[config.mk]
export PLATFORM = sky130hd
export DESIGN_NAME = instr_fetch_sequencer
export DESIGN_NICKNAME = d
export VERILOG_FILES = /design/src/rtl/instr_fetch_sequencer.sv
export SDC_FILE = /design/constraint.sdc
export NUM_CORES = 1
export LEC_CHECK = 0
export ABC_CLOCK_PERIOD_IN_PS = 1800
export CORE_MARGIN = 1.5
export CORE_UTILIZATION = 25
export DETAILED_ROUTE_END_ITERATION = 7
export SLEW_MARGIN = 20
export SYNTH_ARGS = -nofsm -noshare
export SYNTH_HDL_FRONTEND = slang
export SYNTH_SLANG_ARGS = --single-unit
[constraint.sdc]
create_clock -name clk -period 1.8 [get_ports clk]
set_input_delay 0.54 -clock clk [delete_from_list [all_inputs] [get_ports clk]]
set_output_delay 0.54 -clock clk [all_outputs]
set_load 0.01 [all_outputs]
[src/rtl/instr_fetch_sequencer.sv]
// Non-pipelined fetch sequencer: fetches one word, issues it to decode/execute,
// then advances or redirects the PC once execute retires it.
module instr_fetch_sequencer #(
  parameter int                ADDR_W   = 32,
  parameter int                INSTR_W  = 32,
  parameter int                OPC_LSB  = 26,
  parameter logic [ADDR_W-1:0] RESET_PC = '0,
  parameter int                PC_STEP  = 4
) (
  input  logic               clk,
  input  logic               reset,
  input  logic               run,
  output logic               imem_req,
  output logic [ADDR_W-1:0]  imem_addr,
  input  logic [INSTR_W-1:0] imem_rdata,
  input  logic               imem_ready,
  output logic [INSTR_W-1:0] instr_out,
  output logic [5:0]         opcode,
  output logic               instr_valid,
  input  logic               ex_done,
  input  logic               branch_taken,
  input  logic [ADDR_W-1:0]  branch_target,
  input  logic               halt,
  output logic [ADDR_W-1:0]  pc,
  output logic               halted,
  output logic [31:0]        retired_cnt
);

  typedef enum logic [1:0] {
    S_IDLE   = 2'd0,
    S_FETCH  = 2'd1,
    S_ISSUE  = 2'd2,
    S_HALTED = 2'd3
  } state_t;

  state_t              r_state;
  state_t              w_state_nxt;
  logic [ADDR_W-1:0]   r_pc;
  logic [INSTR_W-1:0]  r_instr;
  logic [31:0]         r_retired;
  logic                w_fetch_done;
  logic                w_retire;
  logic [ADDR_W-1:0]   w_br_aligned;
  logic [ADDR_W-1:0]   w_pc_nxt;

  assign w_fetch_done = (r_state == S_FETCH) && imem_ready;
  assign w_retire     = (r_state == S_ISSUE) && ex_done;
  // Redirects are forced word-aligned by clearing the two low address bits.
  assign w_br_aligned = branch_target & ~ADDR_W'(3);
  assign w_pc_nxt     = branch_taken ? w_br_aligned : (r_pc + ADDR_W'(PC_STEP));

  always_ff @(posedge clk or negedge reset) begin
    if (!reset) begin
      r_state <= S_IDLE;
    end else begin
      r_state <= w_state_nxt;
    end
  end

  always_comb begin
    w_state_nxt = r_state;
    case (r_state)
      S_IDLE:   if (run) w_state_nxt = S_FETCH;
      S_FETCH:  if (imem_ready) w_state_nxt = S_ISSUE;
      S_ISSUE:  if (ex_done) w_state_nxt = halt ? S_HALTED : S_FETCH;
      S_HALTED: w_state_nxt = S_HALTED;
      default:  w_state_nxt = S_IDLE;
    endcase
  end

  always_ff @(posedge clk or negedge reset) begin
    if (!reset) begin
      r_pc      <= RESET_PC;
      r_instr   <= '0;
      r_retired <= '0;
    end else begin
      if (w_fetch_done) begin
        r_instr <= imem_rdata;
      end
      if (w_retire && !halt) begin
        r_pc <= w_pc_nxt;
      end
      if (w_retire && (r_retired != '1)) begin
        r_retired <= r_retired + 32'd1;
      end
    end
  end

  assign imem_req    = (r_state == S_FETCH);
  assign imem_addr   = r_pc;
  assign instr_out   = r_instr;
  assign opcode      = r_instr[OPC_LSB+5:OPC_LSB];
  assign instr_valid = (r_state == S_ISSUE);
  assign halted      = (r_state == S_HALTED);
  assign pc          = r_pc;
  assign retired_cnt = r_retired;

endmodule

Word level (Yosys, flattened, before mapping)
Cells that the tools add are included.
{"block": "classes", "n_addsub": 2, "eq_ne": 7, "n_mux": 6, "n_reduce_logical": 7}
{"op": "$add 32x1->32 const B", "n": 1}
{"op": "$add 32x3->32 const B", "n": 1}
{"op": "$mux 32", "n": 1}
{"op": "$ne 32x32->1 const B", "n": 1}
{"op": "$mux 2", "n": 4}
{"op": "$pmux 2 s4", "n": 1}
{"op": "$eq 2x2->1 const B", "n": 2}
{"op": "$logic_and 1x1->1", "n": 4}
{"op": "$ne 2x1->1 const B", "n": 2}
{"op": "$reduce_and 3->1", "n": 1}
{"op": "$eq 2x1->1 const B", "n": 1}
{"op": "$logic_not 2->1", "n": 1}
{"op": "$ne 2x2->1 const B", "n": 1}
{"op": "$logic_not 1->1", "n": 1}
{"block": "totals", "register_bits": 98, "in_bits": 71, "out_inout_bits": 137, "wordCells": 26}

Depth between registers and ports, before layout
Gate-level depths: netlist of run 1.
{"block": "logic_depth", "depth_word": 3, "ltp_mapped": 7, "ltp_nobuf": 6}

Least setup slack after synthesis of run 1
No wires, ideal clock.
{"block": "synth_path", "kind": "reg-to-reg", "start": "register r_retired[0], in the netlist retired_cnt[0]", "end": "register r_retired[7], in the netlist retired_cnt[7]", "setup_ns": 0.127, "arrival_ns": 1.824, "t_required_ns": 1.673, "path_slack_ns": -0.150, "stages_incl_launch_ff": 8, "n_path_buf": 1, "cell_sequence": "dfrtp_1 ha_1 and4_1 and3_1 a31oi_2 buf_2 nand4_1 xnor2_1"}
{"block": "synth_between", "elab_chain_len": 2}
{"element": "start, declared", "line": "40", "text": "logic [31:0] r_retired;"}
{"element": "start signal, assigned", "line": "84", "text": "r_retired <= r_retired + 32'd1;"}
{"element": "branches (longest 2 deep; another with $add 32x1->32)"}
Parallel ways; which one is timed is not known.
A chain may end at the register's enable or synchronous reset.

Final worst setup path of run 1
{"block": "layout_path", "start": "register r_pc[3], in the netlist imem_addr[3]", "end": "output port imem_addr[3]"}
{"element": "start, declared", "line": "38", "text": "logic [ADDR_W-1:0] r_pc;"}
{"element": "start signal, assigned", "line": "81", "text": "r_pc <= w_pc_nxt;"}
{"element": "end, declared", "line": "14", "text": "output logic [ADDR_W-1:0] imem_addr,"}
No word-level cell between the ends.

==> summary.md, run 1 <==
| Metric | Value |
|---|---|
| Status | `finished, final reports clean` |
| Fillcell total | `around 1.9k` |
| Layout Nets | `~830` |
| DIE AREA | `21100 um^2` |
| Total Power | `approximately 8.5 mW` |
| Largest net degree at the start of global routing | `44` |
| Unrepaired setup endpoints after global routing | `yes` |
| Critical path depth | `3` |
| Synth Flop Type | `dfrtp_1` |
| R2R depth | `6` |
| CP Data Required Time | `1260 ps` |
| Core ar. | `19700 um^2` |
| Slew Viols, Final | `0` |
| Delay-heaviest family, CP | `buffers and inverters` |
| Core Rows | `roughly 50` |
| Clk root buf | `clkbuf_16` |
| Layout cells sized above 1 | `between 20 and 30%` |
| Final worst path period share | `97.9%` |
| Via count | `4673` |
| Cell Pwr Density | `1020 nW/um^2` |
| Total leakage power | `4.10 nW` |
| CP max stage delay | `400 ps` |
| Most common library cells after synthesis | `dfrtp_1 (96), buf_4 (41), mux2_2 (35)` |
| Post-synth ARST share | `100%` |
| Max_cap viols | `0` |
| Initial antenna violation count | `0` |
| Via density | `approximately 4.6` |
| Fin crit period | `1760 ps` |
| Die W | `145 um` |
| H-tree depth | `3` |
| Crit-path max FO | `3` |
| Post-synth EDFFs | `0` |
| Hold Fails Final Rpt | `0` |
| Drt drc | `0` |
| CTS Hold Bufs | `0` |
| CP dominant cell by count | `buf_4` |
| CTS Sinks | `96` |
| Worst-case vdd ir drop | `456 uV` |
| CP Capture Type | `output pin` |
| Top-area cell type share of the netlist area | `between 40% and 50%` |
| Count leader, synth | `dfrtp_1` |
| Synth top area cells | `dfrtp_1 (47%), mux2_2 (7.8%), buf_4 (6.1%)` |
| Worst reg2reg endpoint | `retired_cnt[1]` |
| DR iter-0 viols | `281` |
| GRT met1 Usage | `19.3%` |
| Met3 GRT Util | `3.55%` |
| Mean Syn Cell Area | `10.3 um^2` |
| Met2 GRT Util | `approximately a quarter` |
| Worst-Skew Late Latency | `350 ps` |
| CP Buf/Inv Count | `3` |
| # diodes | `0` |
| Detailed Place HPWL | `11.3 mm` |
| Die height | `145 um` |
| CTS buffer count | `9` |
| Reg-to-reg setup timing slack | `50 ps` |
| Area growth from synthesis to layout | `65.0%` |
| CTS Buffer Depth | `2` |
| Average wire per standard cell | `14.9 um` |
| #FFs+latches synth | `96` |
| Slowest CP cell | `dfrtp_1` |
| Crit path from | `imem_addr[3]` |
| Yosys top cell by area | `dfrtp_1` |
| CP Launch Type | `flip-flop` |
| Number of port buffers | `roughly 200` |
| GRT Total Usage | `14.5%` |
| Number of global-route vias before repair | `between 4k and 5k` |
| Synthesized area | `a little over 5000 um^2` |
| Routed WL | `15.3 mm` |
| Reg clk slew, reported paths | `roughly 70 ps` |
| Critical setup path kind | `flip-flop to output pin` |
| Synth warn | `0` |
| Setup-failing EPs final | `0` |
| DRT Pass-1 Iters | `4` |
| Hold Path Class | `input pin to asynchronous set/reset pin` |
| Synth unique cells | `between 60 and 70` |
| Seq/Total Area, Yosys | `47.5%` |
| CP cell instances | `buf_4, buf_4, clkdlybuf4s15_1` |
| Clk_skew | `9.45 ps` |
| GR peak layer | `met2` |
| Placer congestion estimate | `0.804` |
| CTS tree | `built` |
| First-pass GRT wire length | `24.6 mm` |
| Initial Utilization | `25.8%` |
| Post-DRT Antenna Nets | `0` |
| I/O pin cnt | `208` |
| Maximum clock frequency | `about 570 MHz` |
| Post-Syn Instances | `493` |
| Worst Path Arrival | `about 1200 ps` |
| R2R Path Start | `r_state[0]` |
| Util after Layout | `42.5%` |
| Grt total ovfl | `0` |
## cell usage in the layout (no fill, tap or decap), drive strengths merged, types with 2 or more instances in the layout
| master | instances |
|---|---|
| dlymetal6s2s | 23 |
| o21ai | 30 |
| nor4 | 8 |
| inv | 7 |
| nand3b | 2 |
| a21oi | 24 |
| dfrtp | 96 |
| xnor2 | 21 |
| mux2 | 35 |
| dlygate4sd2 | 104 |
| nand4 | 15 |
| clkdlybuf4s50 | 65 |
| nand2 | 32 |
| and4 | 6 |
| a221oi | 2 |
| a31oi | 4 |
| nor3 | 13 |
| and3 | 17 |
| a211oi | 6 |
| ha | 2 |
| mux2i | 2 |
| o22ai | 5 |
| clkinv | 2 |
| or3 | 5 |
| and2 | 4 |
| o2bb2ai | 2 |
| xor2 | 8 |
| buf | 108 |
| clkbuf | 19 |
| nand3 | 29 |
| clkinvlp | 2 |
| a311oi | 5 |
| nor2b | 4 |
| nand2b | 3 |
| a22oi | 4 |
| conb | 4 |
| nor2 | 24 |
## sequential cells by signal (all words and copies together), names as in the netlist
signal	count
retired_cnt	32
instr_out	32
imem_addr	30
r_state	2
## per-stage QoR
step | cell area (um^2) | hold WS (ps) | instances | setup TNS (ps) | worst slack, ps
after global routing | 8350 | 29.1 | 1026 | -351 | -66.2
after detailed placement | 7740 | 407 | 983 | -18260 | -479
after global placement | 7740 | 407 | 983 | -17760 | -482
final | 8350 | 38.1 | 1026 | 0 | 38.4
after floorplan | 5100 | 244 | 496 | 0 | 3.67
after CTS | 8060 | 24.8 | 1017 | -119 | -32.0
## power by group
part           total, mW  internal [mW]  switching (mW)
sequential          3.14           2.78           0.359
clock               1.88           1.02           0.864
combinational       3.51           1.95            1.56
## layer usage
| metal | vias to the layer above | wire [um] |
|---|---|---|
| met4 | 0 | 169 |
| met1 | 2237 | 7020 |
| li1 | 2292 | - |
| met3 | 13 | 811 |
| met5 | - | 0 |
| met2 | 131 | 7260 |
## layout make-up
type | instances | area, um^2 | area share [%]
clock buffers | 12 | 256 | 3.07
clock inverters | 4 | 28.8 | 0.345
inverters | 7 | 26.3 | 0.315
multi-input cells | 334 | 2450 | 29.4
flip-flops and latches | 96 | 2420 | 28.9
well taps | 265 | 332 | 3.97
repair buffers | 308 | 2840 | 34.0
## worst max-delay path by stage
stage / to / slack [ps]
CTS: retired_cnt[13] / -30
floorplan: retired_cnt[7] / 4
global route: imem_addr[22] / -70
finish: imem_addr[3] / 40
detailed placement: imem_addr[31] / -480
global placement: imem_addr[31] / -480
## logic make-up after synthesis
family	after synthesis	share of synthesized area, %
xor gates and xnor gates	29	5.02
buffers and inverters	66	7.98
DFF	96	47.5
AOI/OAI and AO/OA	95	12.0
and+or+nand+nor	167	18.8
muxes	37	8.18
adders and majority gates	2	0.494
other	1	0.0741
## worst reg2reg max path, stage by stage, from the launching register on
cell and delay, ps:
dfrtp_2 460, buf_6 130, nand3b_1 210, buf_6 170, a31oi_4 210, buf_12 150, mux2_2 320
## timing repair
item | 4_1_cts | 5_1_grt
cloned | 1 | 0
setup buffers | 17 | 10
endpoints found under the setup margin | 125 | 64
pin swaps | 3 | 20
gates resized for setup | 129 | 76
No activity file was read; power rests on OpenSTA's default activity.
==> run 2: changes to the inputs <==
ABC_CLOCK_PERIOD_IN_PS = 2200   (was 1800)
CAP_MARGIN = 40   (was unset)
CTS_CLUSTER_SIZE = 40   (was unset)
clock period = 2.2 ns   (was 1.8 ns; I/O delays follow)
==> run 2 against run 1 <==
Net effect: power down 15%; core utilization down 3.6 points; sequential share of layout area rose by 2.5 points; worst hold slack gained 120 ps; combinational power is 18% lower; cell count decreased by 7.7%; clock power fell by 13%; global-route usage is 0.34 points lower; clock skew rose by 5.9 ps; sequential cell count unchanged; design area down 8.5%; die area unchanged; largest cell class is now flip-flops and latches.
==> summary.md, run 2 (same netlist as run 1, synthesis figures left out) <==
| Metric | Value |
|---|---|
| Status | `finished, final reports clean` |
| DIE AREA | `21100 um^2 (unchanged)` |
| Via count | `4452 (-4.7%)` |
| Slew margin rel. | `65.0%` |
| Reg-to-reg setup timing slack | `180 ps (+130 ps)` |
| Critical path depth | `2 (-1)` |
| Placer congestion estimate | `0.779 (-3.1%)` |
| R2R Path Start | `retired_cnt[0]` |
| Drt drc | `0 (unchanged)` |
| Critical setup path kind | `flip-flop to output pin` |
| R2R depth | `6 (unchanged)` |
| Cell Pwr Density | `948 nW/um^2 (-7.3%)` |
| Clk_skew | `15.4 ps (+5.92 ps)` |
| Average wire per standard cell | `15.6 um (+4.6%)` |
| Worst-Skew Late Latency | `350 ps (about the same)` |
| Util after Layout | `38.9% (-3.6 points)` |
| Final worst path period share | `96.1%` |
| First-pass GRT wire length | `24.1 mm (-1.9%)` |
| CP Buf/Inv Count | `1 (-2)` |
| Largest net degree at the start of global routing | `48 (+9.1%)` |
| Initial Utilization | `25.8% (unchanged)` |
| CP cell instances | `and2_1, clkdlybuf4s50_1` |
| Total leakage power | `3.08 nW (-25%)` |
| Routed WL | `14.7 mm (-3.5%)` |
| Crit path from | `r_state[0]` |
| Unrepaired setup endpoints after global routing | `no` |
| # diodes | `0 (unchanged)` |
| DR iter-0 viols | `249 (-11%)` |
| H-tree depth | `3 (unchanged)` |
| Most frequent cells in the layout | `clkdlybuf4s50_1 (197), dfrtp_1 (94), mux2_2 (35)` |
| Core Rows | `51 (unchanged)` |
| Worst reg2reg endpoint | `retired_cnt[1]` |
| Maximum clock frequency | `roughly 470 MHz` |
| Layout Nets | `750 (-9.5%)` |
| CTS Hold Bufs | `0 (unchanged)` |
| Number of global-route vias before repair | `4354 (-4.8%)` |
| Slowest CP cell | `clkdlybuf4s50_1` |
| Slew @ Worst Pin | `525 ps` |
| CP Data Required Time | `1540 ps (+280 ps)` |
| CTS buffer count | `9 (unchanged)` |
| Core ar. | `19700 um^2 (unchanged)` |
| Hold Fails Final Rpt | `0 (unchanged)` |
| DRT Pass-1 Iters | `4 (unchanged)` |
| CP max stage delay | `550 ps (+150 ps)` |
| Most common cell after layout, fill and taps aside | `clkdlybuf4s50_1` |
| Max_cap viols | `0 (unchanged)` |
| Worst Path Arrival | `1450 ps (+230 ps)` |
| CP Capture Type | `output pin` |
| Die W | `145 um (unchanged)` |
| Fin crit period | `2110 ps` |
| I/O pin cnt | `208 (unchanged)` |
| Placed cells | `930 (-5.4%)` |
| Hold Path Class | `input pin to asynchronous set/reset pin` |
| CTS Buffer Depth | `2 (unchanged)` |
| Slew Viols, Final | `0 (unchanged)` |
| Grt total ovfl | `0 (unchanged)` |
| Post-DRT Antenna Nets | `0 (unchanged)` |
| Layout cells sized above 1 | `13.9% (-15 points)` |
| Number of port buffers | `201 (unchanged)` |
| CP Launch Type | `flip-flop` |
| Post-Layout Cell Count | `947 (-7.7%)` |
| Initial antenna violation count | `0 (unchanged)` |
| CTS Sinks | `96 (unchanged)` |
| GRT Total Usage | `14.2% (-0.34 points)` |
| Delay-heaviest family, CP | `buffers and inverters` |
| Die height | `145 um (unchanged)` |
| Clk root buf | `clkbuf_16` |
| Via density | `4.70 (+3.2%)` |
| Detailed Place HPWL | `10.8 mm (-4.4%)` |
| Crit-path max FO | `9 (+6)` |
| Setup-failing EPs final | `0 (unchanged)` |
| CTS tree | `built` |
| Area growth from synthesis to layout | `50.9%` |
| Worst-case vdd ir drop | `489 uV (+7.1%)` |
| Reg clk slew, reported paths | `70 ps (about the same)` |
==> run 2: cell count changes in the layout (fill, tap and decap cells not counted), moves of 4 or more <==
cell and change:
dfrtp_1 +9, buf_6 -8, dlymetal6s2s_1 -23, clkdlybuf4s50_1 +132
dfrtp_2 -9, nand3_2 -4, nand3_1 +6, clkbuf_2 -6
dlygate4sd2_1 -102, buf_4 -70
==> run 2: stage by stage <==
stage	setup WS (ps)	instance area, um^2	hold slack, ps	setup TNS, ps	power (mW)
2_1_floorplan	250	5070	364	0	4.01
3_3_place_gp	-118	7320	483	-556	5.62
3_5_place_dp	-133	7320	491	-590	5.66
4_1_cts	37.5	7630	143	0	7.36
5_1_grt	5.24	7640	148	0	7.65
6_report	85.2	7640	161	0	7.24
==> run 2: where the power goes <==
| group | internal (mW) | total [mW] | leakage, nW | switching (mW) |
|---|---|---|---|---|
| Combinational | 1.79 | 2.87 | 1.70 | 1.08 |
| Sequential | 2.27 | 2.74 | 1.23 | 0.464 |
| Clock | 0.922 | 1.64 | 0.146 | 0.714 |
| Total | 4.98 | 7.24 | 3.08 | 2.26 |
==> run 2: how the worst max path moves through the flow <==
| stage | slack (ps) | end |
|---|---|---|
| 2_1_floorplan | 250 | retired_cnt[7] |
| 3_3_place_gp | -120 | imem_addr[20] |
| 3_5_place_dp | -130 | imem_addr[22] |
| 4_1_cts | 40 | imem_addr[28] |
| 5_1_grt | 5 | halted |
| 6_report | 90 | halted |
==> run 2: metal layers <==
layer | part of all wire (%) | track usage (%) | wire length, um | up-vias
met4 | 0.89 | 3.83 | 131 | 0
met2 | 47 | 22.5 | 6910 | 158
met1 | 46 | 19.2 | 6760 | 2142
met5 | 0 | 0 | 0 | -
li1 | - | - | - | 2140
met3 | 6.3 | 3.58 | 926 | 12
==> run 2: cell type report <==
type                    instances  area, um^2
flip-flops and latches         96        2400
clock inverters                 5        63.8
clock buffers                  11         243
repair buffers                229        2300
well taps                     265         332
fillers                      1991       12000
multi-input cells             334        2270
inverters                       7        26.3
==> run 2: worst reg2reg max path: stages (launching register included) <==
cell     delay, ps
dfrtp_1        430
ha_1           250
and4_1         250
and3_1         250
a31oi_2        240
buf_12         170
mux2_2         330
==> run 2: what timing repair did <==
action                                  in CTS  in global routing
pin swaps                                    0                  1
endpoints found under the setup margin       2                  7
gates resized for setup                      4                  1
cloned                                       0                  0
buffers inserted                             0                  1
==> run 3: changes to the inputs <==
ABC_CLOCK_PERIOD_IN_PS = 2500   (was 2200)
clock period = 2.5 ns   (was 2.2 ns; I/O delays follow)
==> run 3 against run 2 <==
Net effect: die area stayed put; register-to-register slack better by 180 ps; setup slack gained 36 ps; combinational power shrank 17%; sequential cell count stayed put; clock skew down 9.6 ps; power shrank 13%; sequential share of layout area is 0.46 points higher; cell count is 1.6% lower; non-clock buffer count decreased by 15; core utilization is 0.60 points lower; critical path depth stayed put; largest cell class unchanged; highest routed layer unchanged.
==> summary.md, run 3 (same netlist as run 1, synthesis figures left out) <==
| Metric | Value |
|---|---|
| Via density | `4.73 (+0.61%)` |
| Detailed Place HPWL | `10.5 mm (-2.4%)` |
| Grt total ovfl | `0 (unchanged)` |
| Layout Nets | `735 (-2.0%)` |
| Post-DRT Antenna Nets | `0 (unchanged)` |
| DRT Pass-1 Iters | `5 (+1)` |
| Drt drc | `0 (unchanged)` |
| Unrepaired setup endpoints after global routing | `no` |
| Register area | `2400 um^2 (-0.10%)` |
| CTS Sinks | `96 (unchanged)` |
| CTS buffer count | `9 (unchanged)` |
| Fin crit period | `~2400 ps` |
| Worst Path Arrival | `1630 ps (+180 ps)` |
| Most frequent cells in the layout | `clkdlybuf4s50_1 (199), dfrtp_1 (96), mux2_2 (35)` |
| Area growth from synthesis to layout | `48.5%` |
| Routed WL | `14.5 mm (-1.7%)` |
| Placer congestion estimate | `0.787 (+1.0%)` |
| CP max stage delay | `600 ps (+50 ps)` |
| Setup-failing EPs final | `0 (unchanged)` |
| H-tree depth | `3 (unchanged)` |
| I/O pin cnt | `208 (unchanged)` |
| Average wire per standard cell | `15.5 um (-0.14%)` |
| Slowest CP cell | `clkdlybuf4s50_1` |
| CTS Hold Bufs | `0 (unchanged)` |
| Final setup margin | `121 ps (+35.6 ps)` |
| Multi-input gate area | `2270 um^2 (unchanged)` |
| Slew @ Worst Pin | `661 ps (+136 ps)` |
| Worst-Skew Late Latency | `350 ps (about the same)` |
| Core ar. | `19700 um^2 (unchanged)` |
| Via count | `4408 (-0.99%)` |
| Slew margin rel. | `55.6% (-9.4 points)` |
| Reg clk slew, reported paths | `70 ps (about the same)` |
| DIE AREA | `21100 um^2 (unchanged)` |
| Worst-case vdd ir drop | `422 uV (-14%)` |
| Max_cap viols | `0 (unchanged)` |
| # diodes | `0 (unchanged)` |
| # Post-CTS Setup Buffers | `0 (unchanged)` |
| GRT Total Usage | `13.8% (-0.39 points)` |
| First-pass GRT wire length | `23.4 mm (-3.1%)` |
| Clk_skew | `5.79 ps (-9.58 ps)` |
| CTS tree | `built` |
| Setup TNS | `0 ps (unchanged)` |
| Fillcell total | `1985 (-0.30%)` |
| Core Rows | `51 (unchanged)` |
| CP cell instances | `nor2b_1, clkdlybuf4s50_1` |
| Total leakage power | `3.00 nW (-2.7%)` |
| Most common cell after layout, fill and taps aside | `clkdlybuf4s50_1` |
| Cell Pwr Density | `841 nW/um^2 (-11%)` |
| Final worst path period share | `between 90% and 100%` |
| Largest net degree at the start of global routing | `49 (+2.1%)` |
| DR iter-0 viols | `195 (-22%)` |
| CP Data Required Time | `1750 ps (+210 ps)` |
| Critical setup path kind | `flip-flop to output pin` |
| Hold Fails Final Rpt | `0 (unchanged)` |
| Initial antenna violation count | `0 (unchanged)` |
| Die W | `145 um (unchanged)` |
| Layout cells sized above 1 | `11.8% (-2.1 points)` |
| Die height | `145 um (unchanged)` |
| Number of global-route vias before repair | `4178 (-4.0%)` |
| Slew Viols, Final | `0 (unchanged)` |
| CP Launch Type | `flip-flop` |
| Pre-CTS WS | `8.40 ps (+141 ps)` |
| Hold Path Class | `input pin to asynchronous set/reset pin` |
| Number of port buffers | `201 (unchanged)` |
| Total Power | `6.32 mW (-13%)` |
| Crit-path max FO | `9 (unchanged)` |
| Util after Layout | `38.3% (-0.60 points)` |
| Maximum clock frequency | `420 MHz` |
| Clk root buf | `clkbuf_16` |
| CP Capture Type | `output pin` |
| CTS Buffer Depth | `2 (unchanged)` |
| Initial Utilization | `25.8% (unchanged)` |
| Status | `finished, final reports clean` |
## run 3: worst paths after layout
kind | slack, ps | from | end | cells past startpoint
max | 120 | r_state[0] | imem_req | 2
min | 220 | reset | retired_cnt[7] | 1
max reg2reg | 360 | imem_addr[2] | imem_addr[26] | 6
min reg2reg | 500 | retired_cnt[31] | retired_cnt[31] | 1
max in group asynchronous | 1780 | reset | imem_addr[28] | 2
min in group clk | 500 | retired_cnt[31] | retired_cnt[31] | 1
## run 3: layout make-up
class / instances / area share (%)
clock inverters: 6 / 0.982
inverters: 7 / 0.349
repair buffers: 214 / 29.0
well taps: 265 / 4.41
multi-input cells: 334 / 30.2
flip-flops and latches: 96 / 31.9
clock buffers: 10 / 3.18
## run 3: power breakdown
part	leakage (nW)	switching (mW)	internal (mW)
clock	0.148	0.659	0.818
sequential	1.23	0.470	2.00
combinational	1.62	0.864	1.51
## run 3: repair_timing
action | 4_1_cts | 5_1_grt
resized for setup | 0 | 1
endpoints found under the setup margin | 0 | 1
hold endpoints to repair | 0 | 0
## run 3: per-stage QoR
stage | cell area, um^2 | cells | hold WS, ps
finish | 7520 | 932 | 223
global route | 7520 | 932 | 211
CTS | 7520 | 932 | 205
detailed placement | 7200 | 916 | 491
global placement | 7200 | 916 | 483
floorplan | 5070 | 496 | 454
## run 3: per-layer routing
| layer | global-route usage (%) | wire length [um] | share of wire (%) |
|---|---|---|---|
| met1 | 18.1 | 6470 | 45 |
| met2 | 22.0 | 6900 | 48 |
| met3 | 3.90 | 964 | 6.7 |
| met4 | 3.98 | 146 | 1.0 |
| met5 | 0 | 0 | 0 |
## run 3: worst max-delay path, delay by kind of cell (launching register included)
family	cells	cell delay, ps
buf+inv	1	600
simple gates	1	210
flops	1	470
